**src/rtl/bscan_arbiter.sv**
```systemverilog
// Round-robin sharing of one Bscan user-register channel among NCLIENT requesters,
// with tag-steered inbound responses held in per-client 2-entry queues.
module bscan_arbiter #(
  parameter int unsigned NCLIENT = 4,
  parameter int unsigned TAGW    = 2,
  parameter int unsigned width   = 32,
  parameter int unsigned PAYW    = width - 1 - TAGW
) (
  input  logic                    CLK,
  input  logic                    nRST,
  input  logic [NCLIENT-1:0]      req__ENA,
  input  logic [NCLIENT*PAYW-1:0] req_v,
  output logic [NCLIENT-1:0]      req__RDY,
  output logic                    toBscan_enq__ENA,
  output logic [width-1:0]        toBscan_enq_v,
  input  logic                    toBscan_enq__RDY,
  input  logic                    fromBscan_enq__ENA,
  input  logic [width-1:0]        fromBscan_enq_v,
  output logic                    fromBscan_enq__RDY,
  output logic [NCLIENT-1:0]      rsp__ENA,
  output logic [NCLIENT*PAYW-1:0] rsp_v,
  input  logic [NCLIENT-1:0]      rsp__RDY,
  output logic [7:0]              drop_cnt,
  output logic [15:0]             tx_cnt
);

  localparam int unsigned CNTW  = 2;
  localparam int unsigned DROPW = 8;
  localparam int unsigned TXW   = 16;

  // Outbound (request) queues
  logic [PAYW-1:0]    oq_mem_q [NCLIENT][2];
  logic [CNTW-1:0]    oq_cnt_q [NCLIENT];
  logic [CNTW-1:0]    oq_cnt_d [NCLIENT];
  logic [NCLIENT-1:0] oq_rd_q, oq_rd_d;

  // Inbound (response) queues
  logic [PAYW-1:0]    rq_mem_q [NCLIENT][2];
  logic [CNTW-1:0]    rq_cnt_q [NCLIENT];
  logic [CNTW-1:0]    rq_cnt_d [NCLIENT];
  logic [NCLIENT-1:0] rq_rd_q, rq_rd_d;

  logic [TAGW-1:0]  rr_ptr_q, rr_ptr_d;
  logic [DROPW-1:0] drop_cnt_q, drop_cnt_d;
  logic [TXW-1:0]   tx_cnt_q, tx_cnt_d;

  logic               grant_c, found_c;
  logic [TAGW-1:0]    winner_c, idx_c;
  logic [NCLIENT-1:0] opush_c, opop_c, rpush_c, rpop_c;
  logic               in_valid_c, drop_c;
  logic [TAGW-1:0]    in_tag_c;
  logic [PAYW-1:0]    in_pay_c;

  assign drop_cnt = drop_cnt_q;
  assign tx_cnt   = tx_cnt_q;

  // First non-empty outbound queue searching upward from rr_ptr
  always_comb begin
    found_c  = 1'b0;
    winner_c = rr_ptr_q;
    idx_c    = '0;
    for (int k = 0; k < NCLIENT; k++) begin
      idx_c = rr_ptr_q + TAGW'(k);
      if (!found_c && oq_cnt_q[idx_c] != '0) begin
        found_c  = 1'b1;
        winner_c = idx_c;
      end
    end
  end

  always_comb begin
    grant_c            = toBscan_enq__RDY && !nRST;
    toBscan_enq__ENA   = grant_c;
    toBscan_enq_v      = '0;
    fromBscan_enq__RDY = !nRST;
    in_valid_c         = fromBscan_enq__ENA && fromBscan_enq_v[width-1] && !nRST;
    in_tag_c           = fromBscan_enq_v[width-2 -: TAGW];
    in_pay_c           = fromBscan_enq_v[PAYW-1:0];
    drop_c             = 1'b0;
    req__RDY           = '0;
    rsp__ENA           = '0;
    rsp_v              = '0;
    opush_c            = '0;
    opop_c             = '0;
    rpush_c            = '0;
    rpop_c             = '0;
    if (grant_c && found_c) begin
      toBscan_enq_v = {1'b1, winner_c, oq_mem_q[winner_c][oq_rd_q[winner_c]]};
    end
    for (int i = 0; i < NCLIENT; i++) begin
      req__RDY[i]            = !nRST && (oq_cnt_q[i] != CNTW'(2));
      opush_c[i]             = req__ENA[i] && req__RDY[i];
      opop_c[i]              = grant_c && found_c && (winner_c == TAGW'(i));
      rsp__ENA[i]            = !nRST && (rq_cnt_q[i] != '0) && rsp__RDY[i];
      rpop_c[i]              = rsp__ENA[i];
      rsp_v[i*PAYW +: PAYW]  = rq_mem_q[i][rq_rd_q[i]];
      // A full queue still accepts when its head leaves in the same cycle
      rpush_c[i] = in_valid_c && (in_tag_c == TAGW'(i)) &&
                   ((rq_cnt_q[i] != CNTW'(2)) || rpop_c[i]);
    end
    drop_c = in_valid_c && (rq_cnt_q[in_tag_c] == CNTW'(2)) && !rpop_c[in_tag_c];
  end

  always_comb begin
    oq_rd_d    = oq_rd_q ^ opop_c;
    rq_rd_d    = rq_rd_q ^ rpop_c;
    rr_ptr_d   = rr_ptr_q;
    tx_cnt_d   = tx_cnt_q;
    drop_cnt_d = drop_cnt_q;
    for (int i = 0; i < NCLIENT; i++) begin
      oq_cnt_d[i] = oq_cnt_q[i] + CNTW'(opush_c[i]) - CNTW'(opop_c[i]);
      rq_cnt_d[i] = rq_cnt_q[i] + CNTW'(rpush_c[i]) - CNTW'(rpop_c[i]);
    end
    if (grant_c && found_c) begin
      rr_ptr_d = winner_c + TAGW'(1);
      tx_cnt_d = tx_cnt_q + TXW'(1);
    end
    if (drop_c && drop_cnt_q != {DROPW{1'b1}}) begin
      drop_cnt_d = drop_cnt_q + DROPW'(1);
    end
  end

  always_ff @(posedge CLK) begin
    if (nRST) begin
      for (int i = 0; i < NCLIENT; i++) begin
        oq_cnt_q[i] <= '0;
        rq_cnt_q[i] <= '0;
      end
      oq_rd_q    <= '0;
      rq_rd_q    <= '0;
      rr_ptr_q   <= '0;
      drop_cnt_q <= '0;
      tx_cnt_q   <= '0;
    end else begin
      for (int i = 0; i < NCLIENT; i++) begin
        oq_cnt_q[i] <= oq_cnt_d[i];
        rq_cnt_q[i] <= rq_cnt_d[i];
      end
      oq_rd_q    <= oq_rd_d;
      rq_rd_q    <= rq_rd_d;
      rr_ptr_q   <= rr_ptr_d;
      drop_cnt_q <= drop_cnt_d;
      tx_cnt_q   <= tx_cnt_d;
    end
  end

  // Tail slot is rd+cnt mod 2; with a full queue being popped that is the head slot leaving
  always_ff @(posedge CLK) begin
    for (int i = 0; i < NCLIENT; i++) begin
      if (opush_c[i]) begin
        oq_mem_q[i][oq_rd_q[i] ^ oq_cnt_q[i][0]] <= req_v[i*PAYW +: PAYW];
      end
      if (rpush_c[i]) begin
        rq_mem_q[i][rq_rd_q[i] ^ rq_cnt_q[i][0]] <= in_pay_c;
      end
    end
  end

endmodule

```
**config.mk**
```make
export PLATFORM = sky130hd
export DESIGN_NAME = bscan_arbiter
export DESIGN_NICKNAME = d
export VERILOG_FILES = /design/src/rtl/bscan_arbiter.sv
export SDC_FILE = /design/constraint.sdc
export NUM_CORES = 1
export LEC_CHECK = 0
export CORE_ASPECT_RATIO = 0.9
export CORE_MARGIN = 2
export CORE_UTILIZATION = 49
export DETAILED_ROUTE_END_ITERATION = 16
export GPL_ROUTABILITY_DRIVEN = 0
export PLACE_DENSITY = 0.74
export SETUP_SLACK_MARGIN = 0.4
export SYNTH_ARGS = -nofsm -noshare
export SYNTH_HDL_FRONTEND = slang
export SYNTH_SLANG_ARGS = --single-unit
```
**constraint.sdc**
```tcl
create_clock -name CLK -period 4.1 [get_ports CLK]
set_input_delay 0.82 -clock CLK [delete_from_list [all_inputs] [get_ports CLK]]
set_output_delay 0.82 -clock CLK [all_outputs]
set_load 0.005 [all_outputs]
```
## Word level (Yosys, flattened, before mapping)

Memory sizes are Yosys's and may differ from the RTL's. A register that Yosys moved wholly into a read port is not among the register bits.
Index checks and enable logic that the tools add are counted.

- Bits in registers: 34
- Memory bits (writable): 480
- Word-level logic and storage cells: 250
- Memories kept: 4
- Input bits: 160

- Bitwise gates (word level): 31
- Order comparisons: 23
- Reduce and logical (&&, ||, !) cells: 68
- Muxes and demuxes: 81
- Eq/ne operators: 16
- Add/subtract/negate cells: 22

Memories:

| memory | depth | width | read ports | clocked after memory_dff | write ports | line | text |
|---|---|---|---|---|---|---|---|
| oq_mem_q | 4 | 58 | 1 | 0 | 4 | 32 | `logic [PAYW-1:0] oq_mem_q [NCLIENT][2];` |
| rq_mem_q | 4 | 58 | 4 | 0 | 1 | 38 | `logic [PAYW-1:0] rq_mem_q [NCLIENT][2];` |
| oq_cnt_q | 4 | 2 | 8 | 1 | 4 | 33 | `logic [CNTW-1:0] oq_cnt_q [NCLIENT];` |
| rq_cnt_q | 4 | 2 | 5 | 0 | 4 | 39 | `logic [CNTW-1:0] rq_cnt_q [NCLIENT];` |

Operators with widths:

| kind | number |
|---|---|
| two-way mux 58 bit | 14 |
| two-way mux 29 bit | 23 |
| demux 29 bit (select 1 bit) | 8 |
| OR reduction 58 bit | 3 |
| logical AND 1 bit | 46 |
| two-way mux 2 bit | 16 |
| two-way mux 32 bit | 1 |
| greater-or-equal comparator 2 bit, second input constant | 13 |
| inverter 1 -> 2 bit | 13 |
| two-way mux 1 bit | 17 |
| adder 16 x 1 -> 16 bit, second input constant | 1 |
| adder 2 x 1 -> 2 bit | 8 |
| less-than comparator 2 x 1 -> 1 bit, second input constant | 8 |
| != test 2 bit, second input constant | 8 |
| nonzero test 2 bit | 8 |
| subtractor 2 x 1 -> 2 bit | 8 |
| equality test 2 bit, second input constant | 5 |
| adder 8 x 1 -> 8 bit, second input constant | 1 |
| != test 8 bit, second input constant | 1 |
| OR 1 bit | 8 |
| bitwise XOR 1 bit | 8 |
| bitwise XOR 4 bit | 2 |
| less-than comparator 2 x 3 -> 1 bit, second input constant | 2 |
| zero test 1 bit | 5 |
| other kinds (6) | 14 |

## Depth between registers and ports, before layout

- Word-level depth: 18
- Mapped depth: 15

## Least setup slack after synthesis

Ideal clock, no wire load.

- Path type: input to register
- Start: input port nRST
- End: memory rq_mem_q[2][29] (netlist bit), enable pin
- Arrival time: 2847 ps
- Slack: 835 ps
- Path buffers: 1
- Stages: 4
- Cell sequence: clkbuf_1 > nor3b_1 > o311ai_0 > nor2b_1

- Cells in the longest elaborated chain, start to end: 11

Ends and longest elaborated chain:

| item | line | text |
|---|---|---|
| start: declaration | 10 | `input logic nRST,` |
| zero test 1 bit * | 76, 94 |  |
| logical AND 1 bit (2 in a row) | 94 | `rsp__ENA[i] = !nRST && (rq_cnt_q[i] != '0) && rsp__RDY[i];` |
| logical OR 1 bit | 99 | `((rq_cnt_q[i] != CNTW'(2)) \|\| rpop_c[i]);` |
| logical AND 1 bit | 98 | `rpush_c[i] = in_valid_c && (in_tag_c == TAGW'(i)) &&` |
| two-way mux 1 bit | 153 | `if (rpush_c[i]) begin` |
| two-way mux 58 bit (not written as such) | 154 | `rq_mem_q[i][rq_rd_q[i] ^ rq_cnt_q[i][0]] <= in_pay_c;` |
| OR reduction 58 bit (no source line) | - |  |
| two-way mux 2 bit (no source line) / two-way mux 58 bit (equally long branches) (3 in a row) | - |  |
| end: declaration | 38 |  |

Mark *: on every way between the ends. The rest lies on a longest branch, timed or not.

==> metrics.md <==
| Metric | Value |
|---|---|
| Reg-to-reg endpoint | `oq_cnt_q[2][0]$_SDFF_PP0_` |
| Fmax | `between 200 and 250 MHz` |
| Final instance count without filler cells | `between 2000 and 2500` |
| Hold Path Origin | `tx_cnt[15]$_SDFFE_PP0P_` |
| Slew margin rel. | `47.82%` |
| Synthesis Warnings | `0` |
| H-tree depth | `2` |
| Pwr dens | `957.0 mW/mm^2` |
| Worst path arrival time | `~3600 ps` |
| CP most frequent cell | `buf_6` |
| Slowest stage cell, crit path | `mux4_2` |
| Total core area | `0.04166 mm^2` |
| Failing checks | `setup timing` |
| Status | `finished, violations left` |
| Post-Syn Area | `between 0.02 and 0.025 mm^2` |
| TritonRoute pass-1 iters | `5` |
| Initial antenna violation count | `4` |
| Final Hold Fails | `0` |
| Synth unique cells | `54` |
| HPWL Detailed | `roughly 32000 um` |
| EDFF count, synth | `464` |
| Leak | `about 10 nW` |
| HP Class | `flip-flop to flip-flop` |
| Num ports | `342` |
| GR Util All Layers | `26.23%` |
| Avg Cell Area, Syn | `around 16 um^2` |
| CTS tree | `yes` |
| Setup Crit Path Kind | `flip-flop to primary output` |
| Crit Path Max Fanout | `5` |
| Number of nets in the layout | `1916` |
| Die area | `around 0.044 mm^2` |
| Hold path endpoint | `tx_cnt[15]$_SDFFE_PP0P_` |
| Clock slew at reported path FFs | `around 60 ps` |
| Die Ht | `a little under 200 um` |
| Least-Margin Pin Slew | `about 770 ps` |
| Cells on worst reg2reg path | `13` |
| RR Startpoint | `oq_cnt_q[3][0]$_SDFF_PP0_` |
| Via count | `about 13000` |
| Maximum clock path buffer count | `3` |
| Slowest cell delay on critical path | `around 530 ps` |
| WL/cell | `25.20 um` |
| Switching share of power | `a little under two fifths` |
| Final count of pins violating max slew | `0` |
| Max Cap Viol | `0` |
| Minimum clock period | `4368 ps` |
| Clock network fraction of total power | `16.4%` |
| TNS Setup | `-4952 ps` |
| Share of the synthesized area in the top cell type | `between 60% and 70%` |
| FP Rows | `slightly above 70` |
| Worst Setup End Kind | `primary output` |
| Period utilization | `106.5%` |
| Worst skew pair latency | `620 ps` |
| Hold-fix buffers at CTS | `0` |
| Number of vias per cell | `roughly 5.8` |
| Clock Skew | `around 25 ps` |
| P_int | `between 15 and 20 mW` |
| Starting Density | `49.55%` |
| Post-synth ARST share | `0%` |
| Startpoint type of the worst setup path | `flip-flop` |
| CP delay by family, top | `compound AO/OA/AOI/OAI gates` |
| CTS root buffer | `clkbuf_16` |
| Pin count of the biggest net entering global routing | `between 40 and 50` |
| Hold Slack | `just under 500 ps` |
| Synth area leaders | `edfxtp_1 (67%), mux2_2 (7.3%), dfxtp_1 (5.0%)` |
| Pre-CTS setup slack | `87.70 ps` |
| Worst-path cell chain | `nor2_4 > mux4_2 > buf_6 > a32oi_4 > o21ai_4 > a31o_1 > o32ai_4 > buf_12 > buf_6 > buf_12 > buf_6 > o221a_1 > o21a_1 > buf_2` |
| Final setup violation count | `29` |
| Cells after DPL | `2147` |
| Worst setup path startpoint | `oq_cnt_q[3][0]$_SDFF_PP0_` |
| Share of layout cells above drive strength 1 | `between 20 and 30%` |
| Detailed Route WL | `58570 um` |
| Vias in the first global route | `~14000` |
| Final Total Pwr | `between 20 and 30 mW` |
| Reg-to-reg slack, setup | `between 1000 and 1500 ps` |
| Worst vdd ir | `~0.0011 V` |
| # clock sinks | `roughly 520` |
| Primary FF master, synth | `edfxtp_1` |
| DRC viols | `0` |
| # port buffers | `341` |
| Mapped Cells | `1285` |
| Psw | `9.828 mW` |
| Die X | `roughly 220 um` |
| Comb pwr share | `59.3%` |
| Sequential share of the synthesized area | `72.53%` |
| CTS buffer count | `51` |
| Gr ovfl total | `0` |
| FF+latch count, synth | `roughly 520` |
| Worst EP required | `3280 ps` |
| Syn Nets | `between 1000 and 1500` |
| RSZ-0062 raised after global routing | `true` |
| Synth-to-layout area growth | `35.47%` |
| Leading area contributor after synthesis | `edfxtp_1` |
| Commonest cells after routing, fill and taps aside | `edfxtp_1 (464), clkdlybuf4s50_1 (308), mux2_2 (124)` |
| Hold Crit Depth | `2` |
| Final worst slack | `-267.8 ps` |
| Reg power frac | `between 20 and 25%` |
| Post-route ant nets | `0` |
| Crit path buf inv count | `6` |
| DRT iter0 DRCs | `roughly 1200` |
| First-pass GRT wire length | `about 84000 um` |
| Commonest non-fill, non-tap cell in the layout | `edfxtp_1` |
[layout make-up]
cell class	count	area (um^2)
Timing Repair Buffer	469	4952
Inverter	30	112.6
Clock buffer	65	1329
Multi-Input combinational cell	670	5659
Antenna cell	5	12.51
Fill cell	2801	13690
Clock inverter	22	217.7
Sequential cell	516	15000
Tap cell	547	684.4
[worst max path at each step]
| stage | slack (ps) | cells after the start | to |
|---|---|---|---|
| 2_1_floorplan | 830 | 4 | rq_mem_q[2][29]$_DFFE_PP_ |
| 6_report | -270 | 14 | toBscan_enq_v[6] |
| 3_3_place_gp | 190 | 10 | toBscan_enq_v[4] |
| 5_1_grt | -310 | 14 | toBscan_enq_v[24] |
| 4_1_cts | -140 | 13 | toBscan_enq_v[20] |
| 3_5_place_dp | 90 | 10 | toBscan_enq_v[3] |
[Yosys cell counts, drive strengths merged (2+ instances only)]
cell,instances
edfxtp,464
a221oi,29
o21ai,16
o21a,30
nand4,11
dfxtp,52
a21o,29
nand2b,2
a21boi,2
clkbuf,31
or2,2
a32oi,2
nor3b,2
o311ai,2
or3,5
mux2,145
o221a,29
and3,19
nand3,6
xor2,24
nor4,3
mux2i,2
and4,3
ha,18
and2,35
buf,38
inv,30
nor3,4
nor2b,16
nor2,52
a21oi,70
xnor2,26
nand2,75
[power groups by stage]
| stage | clock network (mW) | logic (mW) | registers [mW] |
|---|---|---|---|
| 6_report | 4.40 | 15.9 | 6.50 |
| 5_1_grt | 4.65 | 16.6 | 6.53 |
| 4_1_cts | 4.46 | 14.5 | 6.47 |
| 3_5_place_dp | 0 | 9.26 | 6.55 |
| 3_3_place_gp | 0 | 8.95 | 6.53 |
| 2_1_floorplan | 0 | 6.26 | 6.50 |
[worst reg2reg max path: cells and delay by family, from the launching register on]
family	cells	cell delay, ps
buffers and inverters	5	750
muxes	1	530
and+or+nand+nor	3	410
adders and majority gates	2	450
DFF	1	380
AOI/OAI and AO/OA	2	400
[state kept, by name, summed over array words and instances, names as in the netlist, named ones only]
signal	flops
rq_cnt_q	8
tx_cnt	16
oq_rd_q	4
rq_rd_q	4
oq_mem_q	232
rr_ptr_q	2
oq_cnt_q	8
drop_cnt	8
rq_mem_q	232
[through the flow]
stage,utilization (%),cell area (um^2)
6_report,67.13,27970
5_1_grt,67.13,27970
4_1_cts,66.51,27710
3_5_place_dp,59.79,24910
3_3_place_gp,59.79,24910
2_1_floorplan,-,20650
[kinds of logic after synthesis]
kind of cell | synth area share, %
flops | 72.53
simple gates | 5.715
compound gates | 8.303
mux | 8.115
buf+inv | 2.127
xor+xnor | 2.121
fa+ha+maj | 1.091
[routing by layer]
| layer | global-route usage (%) | share of wire (%) |
|---|---|---|
| met5 | 0 | 0 |
| met4 | 10.46 | 3.4 |
| met3 | 5.489 | 7.4 |
| met2 | 42.95 | 49 |
| met1 | 34.34 | 40 |
[repair_timing]
| item | CTS | global route |
|---|---|---|
| resized for setup | 225 | 28 |
| pin swaps | 35 | 16 |
| buffers inserted | 58 | 12 |
| gates cloned | 13 | 2 |
| setup endpoints to repair | 32 | 32 |
Note: power is estimated with default switching activity, not from simulation.
